--- src/rtl/alu_bist_pkg.sv ---
// Shared widths, vector word layout and FSM encoding for the ALU self-test engine.
// Vector word, MSB first: {last, is_cond, op, a, b, expected}.
package alu_bist_pkg;

  localparam int XLEN       = 32;
  localparam int ALU_OP_MSB = 3;
  localparam int OP_W       = ALU_OP_MSB + 1;
  localparam int VEC_W      = 2 + OP_W + 3 * XLEN;

  localparam int VEC_LAST_BIT = VEC_W - 1;
  localparam int VEC_COND_BIT = VEC_W - 2;
  localparam int VEC_OP_LSB   = 3 * XLEN;
  localparam int VEC_A_LSB    = 2 * XLEN;
  localparam int VEC_B_LSB    = XLEN;
  localparam int VEC_EXP_LSB  = 0;

  typedef enum logic [2:0] {
    ST_IDLE  = 3'd0,
    ST_WAIT  = 3'd1,
    ST_LOAD  = 3'd2,
    ST_CHECK = 3'd3,
    ST_DONE  = 3'd4
  } state_t;

endpackage

--- src/rtl/alu_bist_vec_unpack.sv ---
// Pure field split of one vector ROM word; no state.
module alu_bist_vec_unpack
  import alu_bist_pkg::*;
(
  input  logic [VEC_W-1:0]    vec_data,
  output logic                last,
  output logic                is_cond,
  output logic [ALU_OP_MSB:0] op,
  output logic [XLEN-1:0]     a,
  output logic [XLEN-1:0]     b,
  output logic [XLEN-1:0]     expected
);

  assign last     = vec_data[VEC_LAST_BIT];
  assign is_cond  = vec_data[VEC_COND_BIT];
  assign op       = vec_data[VEC_OP_LSB +: OP_W];
  assign a        = vec_data[VEC_A_LSB +: XLEN];
  assign b        = vec_data[VEC_B_LSB +: XLEN];
  assign expected = vec_data[VEC_EXP_LSB +: XLEN];

endmodule

--- src/rtl/alu_bist.sv ---
// ALU built-in self-test: walks a vector ROM, applies each entry to the ALU and
// checks the result. Handshake: start is a one-cycle request taken only in IDLE/DONE;
// busy covers the run, done holds (with pass/overrun valid) until the next start.
module alu_bist
  import alu_bist_pkg::*;
#(
  parameter int ADDR_W     = 8,
  parameter int VEC_DEPTH  = 256,
  parameter int FAIL_CNT_W = 16
) (
  input  logic                  clk,
  input  logic                  rst_n,
  input  logic                  start,
  output logic [ADDR_W-1:0]     vec_addr,
  input  logic [VEC_W-1:0]      vec_data,
  output logic [XLEN-1:0]       alu_a,
  output logic [XLEN-1:0]       alu_b,
  output logic [ALU_OP_MSB:0]   alu_op,
  output logic                  alu_is_cond,
  input  logic [XLEN-1:0]       alu_result,
  output logic                  busy,
  output logic                  done,
  output logic                  pass,
  output logic                  overrun,
  output logic [FAIL_CNT_W-1:0] fail_count,
  output logic [ADDR_W-1:0]     first_fail_idx,
  output logic [XLEN-1:0]       first_fail_res,
  output state_t                dbg_state
);

  state_t state, state_next;

  logic                  first_seen;
  logic                  last_q;
  logic [XLEN-1:0]       expected_q;
  logic                  u_last, u_cond;
  logic [ALU_OP_MSB:0]   u_op;
  logic [XLEN-1:0]       u_a, u_b, u_exp;
  logic                  mismatch, at_end, finish, overrun_nxt;
  logic [FAIL_CNT_W-1:0] fail_count_nxt;

  alu_bist_vec_unpack u_unpack (
    .vec_data (vec_data),
    .last     (u_last),
    .is_cond  (u_cond),
    .op       (u_op),
    .a        (u_a),
    .b        (u_b),
    .expected (u_exp)
  );

  assign dbg_state = state;

  always_comb begin
    mismatch       = (alu_result != expected_q);
    at_end         = (vec_addr == ADDR_W'(VEC_DEPTH - 1));
    finish         = last_q || at_end;
    // A last flag on the final ROM slot is a clean end, not an overrun.
    overrun_nxt    = !last_q && at_end;
    fail_count_nxt = fail_count;
    if (mismatch && (fail_count != '1))
      fail_count_nxt = fail_count + FAIL_CNT_W'(1);
  end

  always_ff @(posedge clk) begin
    if (!rst_n) state <= ST_IDLE;
    else        state <= state_next;
  end

  always_comb begin
    state_next = state;
    case (state)
      ST_IDLE, ST_DONE: if (start) state_next = ST_WAIT;
      ST_WAIT:          state_next = ST_LOAD;
      ST_LOAD:          state_next = ST_CHECK;
      ST_CHECK:         state_next = finish ? ST_DONE : ST_WAIT;
      default:          state_next = ST_IDLE;
    endcase
  end

  always_ff @(posedge clk) begin
    if (!rst_n) begin
      vec_addr       <= '0;
      alu_a          <= '0;
      alu_b          <= '0;
      alu_op         <= '0;
      alu_is_cond    <= 1'b0;
      busy           <= 1'b0;
      done           <= 1'b0;
      pass           <= 1'b0;
      overrun        <= 1'b0;
      fail_count     <= '0;
      first_fail_idx <= '0;
      first_fail_res <= '0;
      first_seen     <= 1'b0;
      expected_q     <= '0;
      last_q         <= 1'b0;
    end else begin
      case (state)
        ST_IDLE, ST_DONE: begin
          if (start) begin
            vec_addr       <= '0;
            fail_count     <= '0;
            first_fail_idx <= '0;
            first_fail_res <= '0;
            first_seen     <= 1'b0;
            overrun        <= 1'b0;
            pass           <= 1'b0;
            done           <= 1'b0;
            busy           <= 1'b1;
          end
        end
        ST_LOAD: begin
          alu_a       <= u_a;
          alu_b       <= u_b;
          alu_op      <= u_op;
          alu_is_cond <= u_cond;
          expected_q  <= u_exp;
          last_q      <= u_last;
        end
        ST_CHECK: begin
          fail_count <= fail_count_nxt;
          if (mismatch && !first_seen) begin
            first_fail_idx <= vec_addr;
            first_fail_res <= alu_result;
            first_seen     <= 1'b1;
          end
          if (finish) begin
            overrun <= overrun_nxt;
            busy    <= 1'b0;
            done    <= 1'b1;
            pass    <= (fail_count_nxt == '0) && !overrun_nxt;
          end else begin
            vec_addr <= vec_addr + ADDR_W'(1);
          end
        end
        default: ;
      endcase
    end
  end

endmodule

--- config.mk ---
export PLATFORM = sky130hd
export DESIGN_NAME = alu_bist
export DESIGN_NICKNAME = d
export VERILOG_FILES = /design/src/rtl/alu_bist_pkg.sv /design/src/rtl/alu_bist_vec_unpack.sv /design/src/rtl/alu_bist.sv
export SDC_FILE = /design/constraint.sdc
export NUM_CORES = 1
export LEC_CHECK = 0
export CORE_ASPECT_RATIO = 1.4
export CORE_MARGIN = 4
export CORE_UTILIZATION = 28
export DETAILED_ROUTE_END_ITERATION = 16
export SYNTH_ARGS = -nofsm -noshare
export SYNTH_HDL_FRONTEND = slang
export SYNTH_SLANG_ARGS = --single-unit
--- constraint.sdc ---
create_clock -name clk -period 2.7 [get_ports clk]
set_input_delay 0.81 -clock clk [delete_from_list [all_inputs] [get_ports clk]]
set_output_delay 0.81 -clock clk [all_outputs]
set_load 0.05 [all_outputs]
* After elaboration in Yosys (flattened, before gate mapping)
Index checks and enable logic that the tools add are counted.
Storage, ports and cells: register bits after elaboration 174, input port bits 137, output and inout bits 140, logic and storage cells 71
Cells by class: add/subtract/negate cells 2, eq/ne operators 11, multiplexer cells 26, reductions and logical operators 16
Operators by type and width (count):
- $mux 32 | 2
- $pmux 32 s2 | 1
- $mux 16 | 2
- $ne 32x32->1 | 1
- $pmux 16 s2 | 1
- $pmux 8 s2 | 2
- $mux 8 | 3
- $add 16x1->16 const B | 1
- $logic_not 16->1 | 1
- $ne 16x16->1 const B | 1
- $pmux 3 s4 | 1
- $pmux 1 s2 | 5
- $reduce_and 3->1 | 3
- $add 8x1->8 const B | 1
- $eq 8x8->1 const B | 1
- $ne 2x2->1 const B | 4
- $mux 1 | 7
- $eq 3x2->1 const B | 2
- $mux 3 | 2
- $logic_and 1x1->1 | 4
- $eq 3x1->1 const B | 1
- $eq 3x3->1 const B | 1
- $logic_not 1->1 | 3
- $logic_not 3->1 | 1
- other kinds (4) | 4

* Longest topological paths before layout
Gate-level depths: netlist of the first run.
depth in word-level cells 7, mapped depth 11, mapped depth without buffers 9

* By module
A second synthesis of the first run with hierarchy kept.
Unflattened totals: cell total of the unflattened synthesis 1000, area total of the unflattened synthesis 8215.4 sq um
Modules (own cells, without submodules):
- alu_bist | times used 1, cells each 898, area each 7449.6 sq um, seq. area each 3483.3 sq um
- alu_bist_vec_unpack | times used 1, cells each 102, area each 765.7 sq um, seq. area each 0.0 sq um

* Least setup slack after synthesis of the first run
No wires, ideal clock.
path kind register to register, start point reg fail_count[4], end point reg pass, setup time 0.059 ns, arrival 2.605 ns, data required time 2.641 ns, slack 0.036 ns, cell stages (with the launch flop) 11, path buffers 2, period minus slack after synthesis 2.664 ns, cell sequence dfxtp_1 > buf_2 > and3_1 > and2_4 > nand2_4 > nor4_4 > nor2_2 > buf_4 > a211o_1 > a222oi_1 > a31o_1
On the way: longest elaborated chain between the ends 7, elaborated cells on any way between the ends 8, classes of those cells 1 x add/sub; 1 x eq/ne; 3 x mux; 3 x reduce/logical
Ends and longest elaborated chain:
- from (decl) | line alu_bist.sv:25 | output logic [FAIL_CNT_W-1:0] fail_count,
- from (signal assigned) | line alu_bist.sv:122 | fail_count <= fail_count_nxt;
- branches (longest 2 deep; another with $add 16x1->16)
- $mux 16 * | line alu_bist.sv:61 | if (mismatch && (fail_count != '1))
- $logic_not 16->1 * | line alu_bist.sv:132 | pass <= (fail_count_nxt == '0) && !overrun_nxt;
- $logic_and 1x1->1 * | line alu_bist.sv:132
- $mux 1 * | line alu_bist.sv:128 | if (finish) begin
- $pmux 1 s2 * | line alu_bist.sv:99 | case (state)
- to (signal assigned) | line alu_bist.sv:132
- to (decl) | line alu_bist.sv:23 | output logic pass,
Every way passes the cells marked *. The select of a mux whose other input is x is not followed. A chain may end at the register's enable or synchronous reset.

* Worst setup path in the final report of the first run
start point reg vec_addr[7], end point out vec_addr[7]
RTL lines:
- from (decl) | line alu_bist.sv:14 | output logic [ADDR_W-1:0] vec_addr,
- from (signal assigned) | line alu_bist.sv:134 | vec_addr <= vec_addr + ADDR_W'(1);
No word-level cell between the ends.

==> results of run 1 <==
==> metal layers <==
metal / vias to the layer above / wire, um
li1: 3564 / -
met1: 3343 / 10120
met2: 210 / 12980
met4: 0 / 754
met3: 43 / 1464
met5: - / 0
==> final timing paths <==
kind,start,to,depth (start not counted)
min reg2reg,alu_a[23],alu_a[23],2
max,vec_addr[7],vec_addr[7],1
min,alu_a[23],alu_a[23],2
max reg2reg,fail_count[0],pass,8
==> power by group through the flow <==
stage / combinational, mW / sequential (mW) / clock [mW]
final: 1.62 / 2.83 / 2.66
after global routing: 1.74 / 2.85 / 2.85
after CTS: 1.63 / 2.83 / 2.75
after detailed placement: 1.62 / 2.89 / 0
after global placement: 1.61 / 2.88 / 0
after floorplan: 0.499 / 3.29 / 0
==> area by class of cell <==
type                    instances  share of cell area
multi-input cells             657              0.3324
flip-flops and latches        174              0.2995
repair buffers                318              0.2775
clock buffers                  21             0.04045
well taps                     324             0.03485
clock inverters                10             0.01388
inverters                       3           0.0009682
diodes                          2           0.0004303
==> Yosys cell counts (all sizes together), types with 3 or more instances <==
cell / count / area share
a211o: 4 / 0.0047
a21boi: 149 / 0.15
a21oi: 10 / 0.0067
a31oi: 3 / 0.0025
and2: 8 / 0.0071
and3: 5 / 0.0042
buf: 8 / 0.0049
clkbuf: 56 / 0.028
dfxtp: 174 / 0.47
inv: 3 / 0.0015
mux2i: 3 / 0.0040
nand2: 276 / 0.14
nand3: 50 / 0.034
nand4: 11 / 0.0092
nor2: 19 / 0.010
nor2b: 9 / 0.0076
nor3: 9 / 0.0067
nor3b: 4 / 0.0040
nor4: 12 / 0.012
o21ai: 11 / 0.0074
o221a: 4 / 0.0060
or3: 3 / 0.0025
xnor2: 6 / 0.0071
xor2: 37 / 0.044
==> layout by cell type, fill, tap and decap left out, types with 11 or more instances in the layout <==
master | synthesis | layout
clkbuf_16 | 0 | 18
nor2_1 | 17 | 17
a21boi_0 | 135 | 135
dlymetal6s2s_1 | 0 | 26
clkdlybuf4s50_1 | 0 | 240
dfxtp_1 | 174 | 174
a21boi_1 | 14 | 14
buf_4 | 1 | 33
nand2_1 | 275 | 274
xor2_1 | 37 | 29
nand3_1 | 50 | 50
nand4_1 | 11 | 11
==> cells by family after synthesis <==
logic type | after synthesis
buffers and inverters | 67
AOI/OAI and AO/OA | 196
and+or+nand+nor | 412
xor gates and xnor gates | 43
adders and majority gates | 2
muxes | 4
DFF | 174
==> per-stage QoR <==
step                total power, mW  instance area [um^2]    util  setup slack (ps)  instances
finish                        7.115                 11630  0.4441             77.72       1509
global route                  7.440                 11630  0.4441             1.999       1509
CTS                           7.212                 11450  0.4373             3.166       1505
detailed placement            4.508                 10730  0.4098            -773.3       1471
global placement              4.497                 10730  0.4098            -760.2       1471
floorplan                     3.784                  7450       -             36.06        898
==> worst min-delay path, cell delays in order (launching register included) <==
cell and delay, ps:
dfxtp_1 310, nand2_1 40, a21boi_0 60
==> state kept, by name, summed over array words and instances (netlist names), 3 cells and up <==
register / flops
alu_b: 32
first_fail_res: 32
dbg_state: 3
first_fail_idx: 8
expected_q: 32
vec_addr: 8
fail_count: 16
alu_a: 32
alu_op: 4
==> what timing repair did <==
action / in CTS / in global routing
gates resized for setup: 22 / 36
pin swaps: 13 / 14
gates cloned: 1 / 1
buffers inserted: 2 / 1
hold buffers: 0 / 0
setup endpoints to repair: 49 / 47
==> qor.json, run 1 <==
{
  "status": "finished clean",
  "synth_seq_area_share": 0.4676,
  "dieHeight_um": 201.0,
  "worst_setup_path_end_kind": "primary output",
  "worst_setup_path_start_kind": "flip-flop",
  "power_switching_mw": 2.150,
  "worstSetupPathType": "flip-flop to primary output",
  "groute.layer.met1.usage": 0.1856,
  "seqPwrFrac": 0.398,
  "synth_simple_gate_area_frac": 0.2434,
  "finalMaxSlewViolations": 0,
  "fillerInstances": 2636,
  "synth-async-reset-ratio": 0,
  "design.core.area_mm2": 0.02619,
  "clock_tree_from_tritoncts": "yes",
  "synth_cells": 898,
  "cts_made_buffers": 17,
  "fmaxAchievable_ghz": 0.3813,
  "rsz0062_at_grt": "false",
  "cts.sink_count": 174,
  "p_clk_frac": 0.374,
  "number_of_drc_markers_after_the_initial_detailed_route_iteration": 345,
  "io_buffer_count": 276,
  "switching_power_as_a_share_of_total_power": 0.3022,
  "syn_avg_cell_area_um2": 8.296,
  "routed_wl_um": 25320,
  "grt_max_degree": 81,
  "clk_pin_slew_ps": 60,
  "synth_compound_area_frac": 0.1950,
  "synth_edf_count": 0,
  "io_pins": 277,
  "yosysWarningCount": 0,
  "grt_antenna_before_repair": 2,
  "max_slew.worst_pin.slew_ps": 586.6,
  "worstPathArrival_ps": 1810,
  "post_synth_num_cell_types": 53,
  "cellLeakagePower_nw": 4.359,
  "die_w_um": 145.9,
  "std_cell_rows": 70,
  "multiplexer_area_fraction_after_synthesis": 0.005542,
  "vias_per_cell": 4.745,
  "synth.cell_area_mm2": 0.007450,
  "combined_area_of_the_multi_input_logic_cells_mm2": 0.003866,
  "dominantRegCellSynth": "dfxtp_1",
  "critPathRequiredTime_ps": 1890,
  "seqCellArea_mm2": 0.003483,
  "cp_cell_sequence": "clkdlybuf4s50_1",
  "area_growth_syn_to_layout_pct": 56.13,
  "worst_path_largest_cell_delay_ps": 880,
  "synth_adder_area_share": 0.003359,
  "r2r_setup_slack_ps": 240,
  "number_of_hold_slack_violations_in_the_final_timing_report": 0,
  "place.detailed.hpwl_um": 18330,
  "cp_max_fo": 5,
  "comb_power_share": 0.227,
  "busiest_layer": "met2",
  "worstSkewPairLatency_ps": 440,
  "ctsLongestPathBuffers": 2,
  "drtAntennaViolNets": 0,
  "timing.critical_path.slowest_stage_cell": "clkdlybuf4s50_1",
  "post_route_cells_drive_above_1_share": 0.08369,
  "via_count": 7160,
  "synth.ff_latch_count": 174,
  "period_minus_slack_ps": 2622,
  "post_drt_wl_per_cell_um": 16.78,
  "cap_violations": 0,
  "ctsRootBufferMaster": "clkbuf_16",
  "cts_htree_levels": 4,
  "hold_class": "flip-flop to flip-flop",
  "postSynthNetCount": 1037,
  "finClkSkew_ps": 12.05,
  "path_buf_inv": 1,
  "intPower_mw": 4.965,
  "grt_first_pass_wirelength_um": 39110,
  "power_per_cell_area_mw_per_mm2": 611.8,
  "grt.met2_usage": 0.2988,
  "drtPass1Iterations": 4,
  "nNetsFinal": 1310,
  "vias_in_the_first_global_route": 6963,
  "period_share": 0.9712,
  "worst_voltage_drop_across_the_vdd_grid_mv": 0.4257,
  "holdWs_ps": 459.6,
  "grt_overflow": 0,
  "grtUsageMet3": 0.04810,
  "synth_top_family_by_area": "simple AND/OR/NAND/NOR gates",
  "grt_usage": 0.1675,
  "finalSetupViolCount": 0,
  "finalSetupTns_ps": 0,
  "die_area_mm2": 0.02932,
  "max_slew_margin": 0.6077,
  "initial_core_util": 0.2845,
  "gp_congestion": 0.8429,
  "synthXorXnorAreaFrac": 0.05055,
  "detail_route.drc_violations": 0,
  "family_with_the_most_delay_on_the_worst_path": "buffers and inverters"
}
No activity file was read; power rests on OpenSTA's default activity.
==> run 2: changes to the inputs <==
--- a/config.mk
+++ b/config.mk
@@ -5,6 +5,7 @@
 export SDC_FILE = /design/constraint.sdc
 export NUM_CORES = 1
 export LEC_CHECK = 0
+export CAP_MARGIN = 20
 export CORE_ASPECT_RATIO = 1.4
 export CORE_MARGIN = 4
 export CORE_UTILIZATION = 28
==> results of run 2 <==
The final DEF is identical to that of run 1; final timing and power are the same.
